`config.mk`:
```
export PLATFORM = sky130hd
export DESIGN_NAME = sseg_scan_driver
export DESIGN_NICKNAME = d
export VERILOG_FILES = /design/src/rtl/sseg_pkg.sv /design/src/rtl/sseg_scan_driver_hex_to_sseg.sv /design/src/rtl/sseg_scan_driver.sv
export SDC_FILE = /design/constraint.sdc
export NUM_CORES = 1
export LEC_CHECK = 0
export ABC_CLOCK_PERIOD_IN_PS = 2500
export BUFFER_PORTS_ARGS = -buffer_cell sky130_fd_sc_hd__buf_4
export CORE_MARGIN = 2
export CORE_UTILIZATION = 46
export CTS_BUF_LIST = sky130_fd_sc_hd__clkbuf_16
export CTS_CLUSTER_DIAMETER = 150
export DETAILED_ROUTE_END_ITERATION = 10
export PLACE_DENSITY = 0.7
export SYNTH_ARGS = -nofsm -noshare
export SYNTH_HDL_FRONTEND = slang
export SYNTH_SLANG_ARGS = --single-unit
```
`constraint.sdc`:
```
create_clock -name clk -period 2.5 [get_ports clk]
set_input_delay 0.5 -clock clk [delete_from_list [all_inputs] [get_ports clk]]
set_output_delay 0.5 -clock clk [all_outputs]
set_load 0.01 [all_outputs]
```
`src/rtl/sseg_pkg.sv`:
```
// Shared constants and types for the seven-segment scan driver.
// Segment patterns are active-low {g,f,e,d,c,b,a}; anodes are active-low.
// Pure declarations, no logic.
package sseg_pkg;

  // Index of the digit currently being scanned, 0 = rightmost.
  typedef logic [1:0] digit_idx_t;

  localparam logic [6:0] SEG_0 = 7'b1000000;
  localparam logic [6:0] SEG_1 = 7'b1111001;
  localparam logic [6:0] SEG_2 = 7'b0100100;
  localparam logic [6:0] SEG_3 = 7'b0110000;
  localparam logic [6:0] SEG_4 = 7'b0011001;
  localparam logic [6:0] SEG_5 = 7'b0010010;
  localparam logic [6:0] SEG_6 = 7'b0000010;
  localparam logic [6:0] SEG_7 = 7'b1111000;
  localparam logic [6:0] SEG_8 = 7'b0000000;
  localparam logic [6:0] SEG_9 = 7'b0010000;
  localparam logic [6:0] SEG_A = 7'b0001000;
  localparam logic [6:0] SEG_B = 7'b0000011;
  localparam logic [6:0] SEG_C = 7'b1000110;
  localparam logic [6:0] SEG_D = 7'b0100001;
  localparam logic [6:0] SEG_E = 7'b0000110;
  localparam logic [6:0] SEG_F = 7'b0001110;

  // All segments dark, all digits disabled.
  localparam logic [6:0] SEG_BLANK = 7'h7F;
  localparam logic [3:0] AN_OFF    = 4'hF;

endpackage

```
`src/rtl/sseg_scan_driver_hex_to_sseg.sv`:
```
// Hex nibble to seven-segment pattern decoder (full 0-F set).
// Latency: combinational, zero cycles.
// Backpressure: none, pure function of the input nibble.
module hex_to_sseg
  import sseg_pkg::*;
(
  input  logic [3:0] i_nibble,
  output logic [6:0] o_seg
);

  // Lookup of the active-low segment pattern for the nibble.
  always_comb begin
    o_seg = SEG_BLANK;
    case (i_nibble)
      4'h0: o_seg = SEG_0;
      4'h1: o_seg = SEG_1;
      4'h2: o_seg = SEG_2;
      4'h3: o_seg = SEG_3;
      4'h4: o_seg = SEG_4;
      4'h5: o_seg = SEG_5;
      4'h6: o_seg = SEG_6;
      4'h7: o_seg = SEG_7;
      4'h8: o_seg = SEG_8;
      4'h9: o_seg = SEG_9;
      4'hA: o_seg = SEG_A;
      4'hB: o_seg = SEG_B;
      4'hC: o_seg = SEG_C;
      4'hD: o_seg = SEG_D;
      4'hE: o_seg = SEG_E;
      4'hF: o_seg = SEG_F;
      default: o_seg = SEG_BLANK;
    endcase
  end

endmodule

```
`src/rtl/sseg_scan_driver.sv`:
```
// Four-digit multiplexed seven-segment driver with frame-stable snapshot.
// Latency: outputs lag the digit index by one cycle; first digit lit on edge 2 after reset.
// Backpressure: none; free-running scan, inputs sampled only at snapshot load.
module sseg_scan_driver
  import sseg_pkg::*;
#(
  parameter int REFRESH_DIV = 100000
) (
  input  logic        clk,
  input  logic        reset,
  input  logic [31:0] display_value,
  input  logic        half_sel,
  input  logic        blank_en,
  output logic [6:0]  sseg_cathode,
  output logic [3:0]  sseg_anode,
  output logic        frame_tick
);

  localparam int PW = (REFRESH_DIV > 2) ? $clog2(REFRESH_DIV) : 1;
  localparam logic [PW-1:0] P_LAST = PW'(REFRESH_DIV - 1);

  logic [PW-1:0] r_presc;
  digit_idx_t    r_idx;
  logic [15:0]   r_snap;
  logic          r_blank;
  logic          r_pending;
  logic          r_load_d;
  logic          r_frame_tick;
  logic [3:0]    r_anode;
  logic [6:0]    r_cathode;

  logic          w_tick;
  logic          w_load;
  logic [15:0]   w_half;
  logic [3:0]    w_nibble;
  logic [6:0]    w_seg;
  logic          w_digit_blank;
  logic [3:0]    w_anode_on;

  // The prescaler is frozen until the first snapshot exists, so digit 0
  // gets its full slot starting from the first lit cycle.
  assign w_tick = !r_pending && (r_presc == P_LAST);
  assign w_load = r_pending || (w_tick && (r_idx == 2'd3));
  assign w_half = half_sel ? display_value[31:16] : display_value[15:0];
  assign w_anode_on = ~(4'b0001 << r_idx);

  // Select the snapshot nibble for the digit being scanned.
  always_comb begin
    w_nibble = r_snap[3:0];
    case (r_idx)
      2'd1: w_nibble = r_snap[7:4];
      2'd2: w_nibble = r_snap[11:8];
      2'd3: w_nibble = r_snap[15:12];
      default: w_nibble = r_snap[3:0];
    endcase
  end

  // Leading-zero blanking: a digit is dark when it and every digit above it are zero; digit 0 always shows.
  always_comb begin
    w_digit_blank = 1'b0;
    case (r_idx)
      2'd1: w_digit_blank = (r_snap[15:4] == 12'h000);
      2'd2: w_digit_blank = (r_snap[15:8] == 8'h00);
      2'd3: w_digit_blank = (r_snap[15:12] == 4'h0);
      default: w_digit_blank = 1'b0;
    endcase
    w_digit_blank = w_digit_blank && r_blank;
  end

  hex_to_sseg u_hex_to_sseg (
    .i_nibble (w_nibble),
    .o_seg    (w_seg)
  );

  // Prescaler and digit index advance.
  always_ff @(posedge clk or negedge reset) begin
    if (!reset) begin
      r_presc <= '0;
      r_idx   <= 2'd0;
    end else if (!r_pending) begin
      r_presc <= w_tick ? '0 : r_presc + PW'(1);
      if (w_tick) begin
        r_idx <= r_idx + 2'd1;
      end
    end
  end

  // Snapshot latch: once after reset release, then at every frame wrap.
  always_ff @(posedge clk or negedge reset) begin
    if (!reset) begin
      r_snap    <= 16'h0000;
      r_blank   <= 1'b0;
      r_pending <= 1'b1;
    end else if (w_load) begin
      r_snap    <= w_half;
      r_blank   <= blank_en;
      r_pending <= 1'b0;
    end
  end

  // Frame pulse delayed two stages so it coincides with digit 0 appearing.
  always_ff @(posedge clk or negedge reset) begin
    if (!reset) begin
      r_load_d     <= 1'b0;
      r_frame_tick <= 1'b0;
    end else begin
      r_load_d     <= w_load;
      r_frame_tick <= r_load_d;
    end
  end

  // Registered pad drivers; dark while no snapshot has been taken yet.
  always_ff @(posedge clk or negedge reset) begin
    if (!reset) begin
      r_anode   <= AN_OFF;
      r_cathode <= SEG_BLANK;
    end else if (r_pending || w_digit_blank) begin
      r_anode   <= AN_OFF;
      r_cathode <= SEG_BLANK;
    end else begin
      r_anode   <= w_anode_on;
      r_cathode <= w_seg;
    end
  end

  assign sseg_anode   = r_anode;
  assign sseg_cathode = r_cathode;
  assign frame_tick   = r_frame_tick;

endmodule

```
## Word-level counts from Yosys, hierarchy flattened

Memory sizes are Yosys's and may differ from the RTL's.
Index checks and enable logic that the tools add are counted.

| operators by class | value |
|---|---|
| add/subtract/negate cells | 2 |
| reduce and logical (&&, ||, !) cells | 10 |
| bitwise gates (word level) | 2 |
| multiplexer cells | 6 |
| eq/ne operators | 4 |
| $lt $le $gt $ge | 0 |
| shift-type cells | 1 |
| div/mod/pow operators | 0 |
| multipliers | 0 |

Operator list:

| operator | count |
|---|---|
| 17-bit by 1-bit adder with 17-bit output (second input constant) | 1 |
| 17-bit == test (second input constant) | 1 |
| 17-bit 2-to-1 mux | 1 |
| 16-bit 2-to-1 mux | 1 |
| 12-bit logical NOT | 1 |
| 4-bit case mux with 3 select lines | 1 |
| 8-bit logical NOT | 1 |
| 7-bit 2-to-1 mux | 1 |
| 2-bit == test (second input constant) | 2 |
| 4-bit logical NOT | 1 |
| 4-bit 2-to-1 mux | 1 |
| 4-bit NOT | 1 |
| 1-bit by 2-bit left shift with 4-bit output (first input constant) | 1 |
| 1-bit logical AND | 3 |
| 1-bit case mux with 3 select lines | 1 |
| 2-bit by 1-bit adder with 2-bit output (second input constant) | 1 |
| 2-bit by 1-bit == test with 1-bit output (second input constant) | 1 |
| 1-bit logical OR | 2 |
| 2-bit AND reduction | 1 |
| 1-bit logical NOT | 1 |
| 1-bit NOT | 1 |

| word-level totals | value |
|---|---|
| bits in latches | 0 |
| flip-flop bits (word level) | 50 |
| memories | 1 |
| memory bits (read-only) | 112 |
| bits of input ports | 36 |
| logic and storage cells | 35 |
| output and inout bits | 12 |
| RAM bits | 0 |

Memory list:

| memory | depth | width | rd ports | clocked after memory_dff | wr ports | RTL line | source |
|---|---|---|---|---|---|---|---|
| (no name shown) | 16 | 7 | 1 | 0 | 0 | sseg_scan_driver_hex_to_sseg.sv:14 | `case (i_nibble)` |

## Longest topological paths before layout

| depth | value |
|---|---|
| depth after elaboration | 5 |
| mapped depth | 10 |
| mapped depth without buffers | 10 |

## Cells and area by module

Synthesis repeated with hierarchy kept, for this count alone.

| unflattened totals | value |
|---|---|
| cell total of the unflattened synthesis | 231 |
| area, all modules | 2712.6 sq um |

By module, submodules not included:

| module | instances | sequential area each (sq um) | cells an instance | area each (sq um) |
|---|---|---|---|---|
| sseg_scan_driver | 1 | 1266.2 | 199 | 2437.3 |
| hex_to_sseg | 1 | 0.0 | 32 | 275.3 |

## Worst setup path after synthesis

No wires, ideal clock.

| timing | value |
|---|---|
| path type | register to register |
| from | register r_pending |
| to | register r_blank |
| arrival | 1.879 ns |
| clock period less this slack | 2.004 ns |
| cell stages (with the launch flop) | 5 |
| data required time | 2.375 ns |
| slack | 0.496 ns |
| setup time | 0.125 ns |
| buffers on the path | 0 |
| cell sequence | dfstp_2 -> nand4b_4 -> or4b_4 -> o41a_4 -> mux2_4 |

| on the way | value |
|---|---|
| longest elaborated chain between the ends | 4 |

RTL lines:

| what | RTL line | source |
|---|---|---|
| from (decl) | sseg_scan_driver.sv:26 | `logic r_pending;` |
| from (signal assigned) | sseg_scan_driver.sv:93 | `r_pending <= 1'b1;` |
| from (signal assigned) | sseg_scan_driver.sv:97 | `r_pending <= 1'b0;` |
| 1-bit logical NOT | n/a |  |
| 1-bit logical AND | sseg_scan_driver.sv:42 | `assign w_tick = !r_pending && (r_presc == P_LAST);` |
| 1-bit logical AND | sseg_scan_driver.sv:43 | `assign w_load = r_pending \|\| (w_tick && (r_idx == 2'd3));` |
| 1-bit logical OR * | sseg_scan_driver.sv:43 |  |
| to (signal assigned) | sseg_scan_driver.sv:96 | `r_blank <= blank_en;` |
| to (decl) | sseg_scan_driver.sv:25 | `logic r_blank;` |

Mark *: on every way between the ends. The rest lies on a longest branch, timed or not.
A chain may end at the register's enable or synchronous reset.

## Worst setup path in the final report

| timing | value |
|---|---|
| from | register r_idx[1] |
| to | register r_cathode[0], in the netlist sseg_cathode[0] |

| on the way | value |
|---|---|
| longest elaborated chain between the ends | 5 |
| elaborated cells between the ends (all ways) | 9 |
| classes of those cells | eq/ne: 3; mux: 3; reduce/logical: 2; memory: 1 |

RTL lines:

| what | RTL line | source |
|---|---|---|
| from (decl) | sseg_scan_driver.sv:23 | `digit_idx_t r_idx;` |
| from (signal assigned) | sseg_scan_driver.sv:83 | `r_idx <= r_idx + 2'd1;` |
| parallel branches: the longest is 4 deep, another holds memory 16 x 7 bit | n/a |  |
| 7-bit 2-to-1 mux * | sseg_scan_driver.sv:117 | `end else if (r_pending \|\| w_digit_blank) begin` |
| to (signal assigned) | sseg_scan_driver.sv:122 | `r_cathode <= w_seg;` |
| to (decl) | sseg_scan_driver.sv:30 | `logic [6:0] r_cathode;` |

Mark *: on every way between the ends.

==> impl_results.md <==
* Sequential share of power at 50.5%
* Num CTS Buffers at 5
* Post-synth EDFFs at 0
* Vias in the first global route at 1911
* Crit path required time at 2.71 ns
* Run status: completed
* Crit path kind: reg -> reg
* Placed wire-length estimate at 3640 um
* Worst rel slew slack at 59.4%
* Final hold slack at 0.218 ns
* Largest net degree at the start of global routing at 51
* CP startpoint kind: flip-flop
* CP Cell Sequence: inv_1 > ha_1 > a222oi_1 > a21oi_1 > and2_1 > nor3_1 > o31ai_1
* Switching Fraction at 26.1%
* CTS H-tree lvls at 2
* CTS tree: built
* LEAKAGE at 1.49 nW
* Cts hold-fix bufs at 0
* Die width at 79.3 um
* Overall routing resource usage at 17.8%
* Power per cell area at 607 nW/um2
* Via density at 5.27
* WP data arrival at 2.34 ns
* Syn_area_per_cell at 10.6 um2
* Post-synthesis cell type count at 48
* Die area at 6280 um2
* Crit share post-route at 85.2%
* Clk_lat worst skew at 0.28 ns
* CTS Root Cell: clkbuf_16
* WL per Instance at 13.3 um
* Fin Setup TNS at 0 ns
* Die Y at 79.3 um
* Diode count at 0
* DRT Pass-1 Iters at 5
* P&R area growth vs syn at 22.3%
* DR vias at 1946
* Fin. max-slew vios at 0
* Mapped Nets at 293
* Yosys reg bits at 50
* Peak Freq at 0.469 GHz
* Sw Pwr at 505 uW
* Min-Delay Path Class: in -> async
* Postcts setup bufs at 0
* Final setup fails at 0
* Drt drc at 0
* Period minus WS final at 2.13 ns
* Routed wire length at 4920 um
* Initial Util at 47.6%
* Seq/Total Area, Yosys at 48.6%
* Worst path bufs/invs at 1
* Clock transition at path regs at 0.06 ns
* Post-CTS resize count at 0
* Clock buffer depth at 2
* 1st-iter DRT viols at 84
* Synth async-reset ratio at 100%
* Cells after synthesis at 245
* GRT Residual Overflow at 0
* Top FF cell, synth: dfrtp_1
* Clock skew at 0.00263 ns
* Max-cap violation count at 0
* Port bufs at 47
* # IOs at 48
* Slowest cell on crit path: a222oi_1
* Initial antenna violation count at 0
* Final Core Density at 58.2%
* Wire length of the first global-routing pass at 8830 um
* Crit path max-delay family: compound AO/OA/AOI/OAI gates
* Actual slew at the worst max-slew pin at 0.609 ns
* Clk sink count at 50
* Final net count at 344
* Antenna Violating Nets Remaining at 0
* Syn Std Cell Area at 2600 um2
* RSZ-0062 raised after global routing: false
* Core ar. at 5470 um2
* CP max stage delay at 0.46 ns
* Comb power frac at 16.8%
* Crit path capture type: flip-flop
* Clock power frac at 32.7%
* Yosys warning count at 0
* GP Congestion at 0.812
* Peak supply drop at 285 uV
* Core Rows at 27
* Internal power at 1.43 mW
* Final Hold Viols at 0
* Share of cells above drive strength 1 at 30.0%
* CP Max Fanout at 9
==> metrics by stage <==
step,std cells,total power [mW],worst slack (ns),area (um2)
2_1_floorplan,245,1.19,0.496,2610
3_3_place_gp,361,1.31,0.452,3050
3_5_place_dp,361,1.32,0.423,3050
4_1_cts,369,1.96,0.382,3190
5_1_grt,369,2.04,0.182,3190
6_report,369,1.93,0.370,3190
==> routing by layer <==
metal  vias to the layer above  part of all wire [%]  track usage, %
li1                        964                     -               -
met4                         0                   2.1            6.72
met3                         9                   4.9            3.41
met5                         -                     0               0
met2                        55                    47            29.4
met1                       918                    46            23.3
==> logic make-up after synthesis <==
logic type               count (synthesis)  share of synthesized area, %
flip-flops                              50                          48.6
XOR/XNOR                                16                          5.38
AND/OR/NAND/NOR                         83                          16.4
adder cells (fa/ha/maj)                 12                          5.76
buffers and inverters                   18                          3.36
multiplexers                            17                          6.72
AO/OA/AOI/OAI                           48                          13.6
other                                    1                         0.144
==> registers in the layout (all words and copies together) (netlist names) <==
signal	count
sseg_cathode	7
frame_tick	1
r_idx	2
r_blank	1
r_pending	1
sseg_anode	4
r_load_d	1
r_snap	16
r_presc	17
==> placed cells by master, fill, tap and decap left out, types with 2 or more instances in the layout <==
| cell | n |
|---|---|
| a21oi_1 | 8 |
| xor2_1 | 5 |
| nor3_1 | 4 |
| nor2b_1 | 2 |
| a22oi_1 | 4 |
| and2_1 | 3 |
| mux2i_1 | 16 |
| and4_1 | 3 |
| o21ai_0 | 7 |
| inv_1 | 11 |
| nor4_1 | 3 |
| o21ai_1 | 3 |
| xnor2_1 | 11 |
| nand4_1 | 4 |
| clkbuf_16 | 5 |
| dfrtp_1 | 38 |
| ha_1 | 12 |
| o211ai_1 | 2 |
| o21ai_2 | 13 |
| nand3_1 | 6 |
| and3_1 | 3 |
| nor2_1 | 14 |
| dfstp_2 | 12 |
| nand2_1 | 33 |
| buf_4 | 51 |
==> synth_stat cells (all sizes together) (2+ instances only) <==
master  count  area share (%)
and4        3             1.0
buf         4             1.3
dfrtp      38              37
mux2i      16             6.1
nand3       6             1.2
o211ai      2            0.58
nor2b       2            0.48
inv        10             1.4
nand4       4            0.96
o21ai      23             6.3
ha         12             5.8
nor3        4            0.77
nor4        3            0.72
a22oi       4             1.2
a21oi       8             1.5
clkbuf      4            0.58
dfstp      12              12
and3        3            0.72
and2        3            0.72
nand2      33             4.8
xnor2      11             3.7
nor2       14             2.0
xor2        5             1.7
==> worst paths after layout <==
kind	start	to	slack, ns	cells past startpoint
worst min-delay path	reset	r_snap[12]	0.22	1
worst max-delay path	r_idx[1]	sseg_cathode[0]	0.37	7
min in group clk	r_load_d	frame_tick	0.36	0
worst min register to register	r_load_d	frame_tick	0.36	0
max in group asynchronous	reset	r_presc[15]	1.86	1
worst max register to register	r_idx[1]	sseg_cathode[0]	0.37	7
==> power groups by stage <==
| stage | Clock (mW) | Combinational [mW] | Sequential, mW |
|---|---|---|---|
| 4_1_cts | 0.647 | 0.331 | 0.979 |
| 5_1_grt | 0.680 | 0.369 | 0.990 |
| 2_1_floorplan | 0 | 0.201 | 0.985 |
| 3_5_place_dp | 0 | 0.329 | 0.993 |
| 3_3_place_gp | 0 | 0.320 | 0.990 |
| 6_report | 0.632 | 0.324 | 0.978 |
==> worst reg2reg max path, cell delays in order, from the launching register on <==
cell and delay [ns]:
dfrtp_1 0.37, inv_1 0.10, ha_1 0.28, a222oi_1 0.46
a21oi_1 0.29, and2_1 0.25, nor3_1 0.21, o31ai_1 0.09
==> layout make-up <==
| cell class | count | area, um2 |
|---|---|---|
| timing repair buffer | 52 | 403 |
| clock inverter | 3 | 12.5 |
| tap | 72 | 90.1 |
| inverter | 10 | 37.5 |
| fill | 484 | 2290 |
| sequential | 50 | 1270 |
| clock buffer | 5 | 125 |
| multi-input combinational | 177 | 1250 |
Power figures use the tool's default switching activity.
